File: config.mk
export PLATFORM = sky130hd
export DESIGN_NAME = tdec_bi
export DESIGN_NICKNAME = d
export VERILOG_FILES = /design/src/rtl/tdec_bi.sv
export SDC_FILE = /design/constraint.sdc
export NUM_CORES = 1
export LEC_CHECK = 0
export ABC_AREA = 1
export CAP_MARGIN = 10
export CORE_ASPECT_RATIO = 0.5
export CORE_MARGIN = 1
export CORE_UTILIZATION = 45
export DETAILED_ROUTE_END_ITERATION = 10
export GPL_TIMING_DRIVEN = 1
export HOLD_SLACK_MARGIN = 0.02
export PLACE_DENSITY = 0.72
export SYNTH_ARGS = -nofsm -noshare
export SYNTH_HDL_FRONTEND = slang
export SYNTH_SLANG_ARGS = --single-unit
File: constraint.sdc
create_clock -name clk -period 1.9 [get_ports clk]
set_input_delay 0.38 -clock clk [delete_from_list [all_inputs] [get_ports clk]]
set_output_delay 0.38 -clock clk [all_outputs]
set_load 0.02 [all_outputs]
File: src/rtl/tdec_bi.sv
// Bipolar temporal-product decoder: counts ones and stop-low cycles over a 2^WIDTH window
// and hands the signed result and recovered A length downstream on valid/ready.
//
// state | meaning
// IDLE  | waiting for iStart; counters held clear
// RUN   | sampling iBit/iStop for N cycles
// HOLD  | result presented, waiting for iReady
module tdec_bi #(
  parameter int WIDTH = 8
) (
  input  logic             clk,
  input  logic             rst,
  input  logic             iStart,
  input  logic             iBit,
  input  logic             iStop,
  output logic [WIDTH+1:0] oResult,
  output logic [WIDTH:0]   oA_rec,
  output logic             oValid,
  input  logic             iReady,
  output logic             oBusy,
  output logic             oOverrun
);

  localparam logic [1:0] S_IDLE = 2'd0;
  localparam logic [1:0] S_RUN  = 2'd1;
  localparam logic [1:0] S_HOLD = 2'd2;

  localparam logic [WIDTH-1:0] CYC_LAST = '1;
  localparam logic [WIDTH+1:0] N_EXT    = {2'b01, {WIDTH{1'b0}}};

  logic [1:0]       state;
  logic [WIDTH-1:0] cyc_left;
  logic [WIDTH:0]   ones;
  logic [WIDTH:0]   alow;
  logic [WIDTH:0]   ones_nxt;
  logic [WIDTH:0]   alow_nxt;
  logic [WIDTH+1:0] result_nxt;

  assign ones_nxt = ones + {{WIDTH{1'b0}}, iBit};
  assign alow_nxt = alow + {{WIDTH{1'b0}}, ~iStop};
  // 2*ones - N wraps correctly into two's complement at WIDTH+2 bits
  assign result_nxt = {ones_nxt, 1'b0} - N_EXT;

  assign oValid = (state == S_HOLD);
  assign oBusy  = (state == S_RUN);

  always_ff @(posedge clk) begin
    if (rst) begin
      state    <= S_IDLE;
      cyc_left <= '0;
      ones     <= '0;
      alow     <= '0;
      oResult  <= '0;
      oA_rec   <= '0;
      oOverrun <= 1'b0;
    end else begin
      case (state)
        S_IDLE: begin
          ones     <= '0;
          alow     <= '0;
          cyc_left <= '0;
          if (iStart) begin
            state    <= S_RUN;
            cyc_left <= CYC_LAST;
          end
        end
        S_RUN: begin
          if (iStart) oOverrun <= 1'b1;
          ones <= ones_nxt;
          alow <= alow_nxt;
          if (cyc_left == '0) begin
            oResult <= result_nxt;
            oA_rec  <= alow_nxt;
            state   <= S_HOLD;
          end else begin
            cyc_left <= cyc_left - 1'b1;
          end
        end
        S_HOLD: begin
          if (iReady) begin
            if (iStart) begin
              state    <= S_RUN;
              ones     <= '0;
              alow     <= '0;
              cyc_left <= CYC_LAST;
            end else begin
              state <= S_IDLE;
            end
          end else if (iStart) begin
            oOverrun <= 1'b1;
          end
        end
        default: state <= S_IDLE;
      endcase
    end
  end

endmodule

==> impl_results.md <==
* Synth Instances at 346
* Global-route congestion overflow total at 0
* # Max-Cap Violations at 0
* Launch point of the worst reg-to-reg path: state[0]$_SDFFE_PP0P_
* Crit path DAT at 1.43 ns
* Final HPWL DP at around 3800 um
* Total placed instance area at between 2000 and 3000 sq um
* Period utilisation layout at 0.952
* Total via count after detailed routing at between 2000 and 2500
* Post-DR wirelength/cell at 11.9 um
* Die Span X at 105 um
* Antenna fix cells at 0
* Setup repair after global routing missed its margin: no
* Vertical extent of the die at around 54 um
* Clock net sink count at 47
* Run status: finished, final reports clean
* Initial Util at 0.476
* Max rail drop VDD at 0.535 mV
* Total wire length after detailed routing at 5400 um
* Worst Hold Class: flip-flop to flip-flop
* Clk root buf: sky130_fd_sc_hd__clkbuf_8
* Final layout net count at 399
* Post-synthesis cell area at 2390 sq um
* Top fanout value on the critical path at 4
* Final number of hold-violating endpoints at 0
* Layout cells sized above 1 at 0.0961
* Sequential share of the synthesized area at 0.394
* CP startpoint kind: flip-flop
* Register clock-pin slew on the reported worst setup and hold paths at about 0.09 ns
* First-pass DRT Iterations at 5
* DRC marker count from the first detailed-route iteration at 97
* Standby leakage power at between 1 and 1.5 nW
* Cells on worst reg2reg path at 10
* Most frequent cells in the layout: sky130_fd_sc_hd__nand2_1 (86), sky130_fd_sc_hd__dfxtp_1 (46), sky130_fd_sc_hd__a21oi_1 (44)
* Total DRC errors in the routed layout at 0
* Total of fill cells in the finished design at 477
* Maximum root-to-sink buffer count at 2
* Shortest period the worst path allows at 1.81 ns
* Antenna violations before repair at 0
* Standard-cell rows at 18
* Number of ports placed on the die boundary at 28
* Post-detailed-route count of antenna-violating nets at 0
* Placer Congestion at approximately 0.83
* Category of the critical setup timing path: flip-flop to output pin
* Insertion delay of the later-clocked pin in the worst-skew pair at 0.31 ns
* Yosys warns at 0
* Clock skew after layout at 0.0118 ns
* Inserted Clock Buffers at 5
* H-tree level count at 2
* Area overhead of the layout relative to synthesis at 21.6%
* Launch instance of the worst min-delay path: alow[7]$_SDFFE_PP0P_
* Core outline area at roughly 5000 sq um
* Non-Filler Cell Area, Final at roughly 2900 sq um
* Syn_nets at between 300 and 400
* Critical path data required time at roughly 1.5 ns
* Ratio of total power to cell area at 1210 nW/um^2
* Final core utilization at 0.578
* Port Buffers at 26
* Count of different cell masters after synthesis at 28
* Clock tree from TritonCTS: done
* Leading cell type in the layout, fill and taps excluded: sky130_fd_sc_hd__nand2_1
* FF-to-FF End: cyc_left[6]$_SDFFE_PP0P_
* Worst hold path depth at 2
* Global-route wire length before repair at 9250 um
* Achievable frequency at approximately 0.55 GHz
* Combined global-route utilization of all metal layers at 0.211
* Avg Cell Area, Syn at roughly 6.9 sq um
* Die Outline Area at 5620 sq um
* Per-cell via count in the routed design at 5.00
* R2r setup slk at between 0.15 and 0.2 ns
* Slew Limit Fails at 0
* Number of storage elements in the synthesis netlist at 47
* Count of final setup violators at 0
* Largest net degree at the start of global routing at 24
* Sort of element at the end of the critical path: output pin
* End point of the worst hold path: alow[7]$_SDFFE_PP0P_
* Via count of the first global-routing pass at 2074
layer usage:
layer	routed length, um	share of wire	vias to the layer above	track usage
li1	-	-	1174	-
met1	2670	0.49	1052	0.261
met2	2480	0.46	43	0.368
met3	196	0.036	7	0.0480
met4	55	0.010	0	0.0822
met5	0	0	-	0
flip-flops by register name, indices dropped and copies added, names as in the netlist:
signal    flops
alow          9
cyc_left      8
oA_rec        9
oOverrun      1
oResult       9
ones          9
state         2
through the flow:
stage | hold WS (ns) | total power (W) | setup TNS (ns) | std cells | worst slack [ns]
detailed placement | 0.460 | 0.00290 | -0.917 | 447 | -0.160
global placement | 0.453 | 0.00284 | -0.449 | 447 | -0.117
floorplan | 0.443 | 0.00233 | 0 | 346 | 0.145
finish | 0.471 | 0.00352 | 0 | 455 | 0.0912
CTS | 0.475 | 0.00353 | 0 | 455 | 0.0423
global route | 0.506 | 0.00380 | 0 | 455 | 0.0281
area by class of cell:
type | count | area, sq um | area share
clock inverters | 3 | 25.0 | 0.00862
clock buffers | 5 | 68.8 | 0.0237
multi-input cells | 247 | 1230 | 0.423
flip-flops and latches | 47 | 942 | 0.324
repair buffers | 44 | 405 | 0.140
well taps | 70 | 87.6 | 0.0302
inverters | 39 | 146 | 0.0504
worst max-delay path by stage:
stage / end / depth (start not counted) / startpoint / slack [ns]
floorplan: alow[4]$_SDFFE_PP0P_ / 10 / state[0]$_SDFFE_PP0P_ / 0.14
global placement: ones[6]$_SDFFE_PP0P_ / 10 / iBit / -0.12
detailed placement: ones[4]$_SDFFE_PP0P_ / 10 / iBit / -0.16
CTS: oValid / 4 / state[0]$_SDFFE_PP0P_ / 0.04
global route: ones[6]$_SDFFE_PP0P_ / 10 / iBit / 0.03
finish: oValid / 4 / state[0]$_SDFFE_PP0P_ / 0.09
worst max-delay path, cell delays in order (launching register included):
cell and delay [ns]:
sky130_fd_sc_hd__dfxtp_2 0.36, sky130_fd_sc_hd__inv_1 0.07, sky130_fd_sc_hd__ha_1 0.23, sky130_fd_sc_hd__buf_4 0.15, sky130_fd_sc_hd__dlygate4sd2_1 0.31
logic make-up after synthesis:
kind of cell | after synthesis | share of synthesized area
AOI/OAI and AO/OA | 77 | 0.163
buffers and inverters | 52 | 0.0927
other | 1 | 0.00157
and+or+nand+nor | 152 | 0.272
DFF | 47 | 0.394
xor gates and xnor gates | 8 | 0.0293
adders and majority gates | 9 | 0.0471
where the power goes:
group          switching, W  internal (W)
combinational      0.000978      0.000628
sequential         0.000113       0.00116
clock              0.000373      0.000269
total               0.00146       0.00206
cell usage after synthesis:
cell type	number	area [sq um]
sky130_fd_sc_hd__ha_1	9	113
sky130_fd_sc_hd__buf_4	2	15.0
sky130_fd_sc_hd__buf_2	3	15.0
sky130_fd_sc_hd__conb_1	1	3.75
sky130_fd_sc_hd__o21ai_1	1	5.00
sky130_fd_sc_hd__dfxtp_1	47	941
sky130_fd_sc_hd__xor2_1	6	52.6
sky130_fd_sc_hd__nand4_1	2	12.5
sky130_fd_sc_hd__nor2_1	34	128
sky130_fd_sc_hd__nand2_2	1	6.26
sky130_fd_sc_hd__nor2_8	1	20.0
sky130_fd_sc_hd__a21o_1	1	7.51
sky130_fd_sc_hd__o21bai_1	1	7.51
sky130_fd_sc_hd__clkbuf_1	5	18.8
sky130_fd_sc_hd__buf_1	1	3.75
sky130_fd_sc_hd__nand2_4	1	11.3
sky130_fd_sc_hd__or2_1	1	6.26
sky130_fd_sc_hd__nor3_1	2	10.0
sky130_fd_sc_hd__nor2_2	2	12.5
sky130_fd_sc_hd__nand3_1	20	100
sky130_fd_sc_hd__a21oi_1	44	220
sky130_fd_sc_hd__xnor2_1	2	17.5
sky130_fd_sc_hd__buf_6	2	22.5
sky130_fd_sc_hd__inv_1	36	135
sky130_fd_sc_hd__nand2_1	87	327
sky130_fd_sc_hd__nor3_4	1	16.3
sky130_fd_sc_hd__inv_2	3	11.3
sky130_fd_sc_hd__o21ai_0	30	150
repair_timing:
item,in CTS,in global routing
gates cloned,0,0
hold buffers,0,0
endpoints found under the setup margin,2,3
buffers inserted,0,0
pin swaps,0,0
gates resized for setup,2,2
Power figures use the tool's default switching activity.
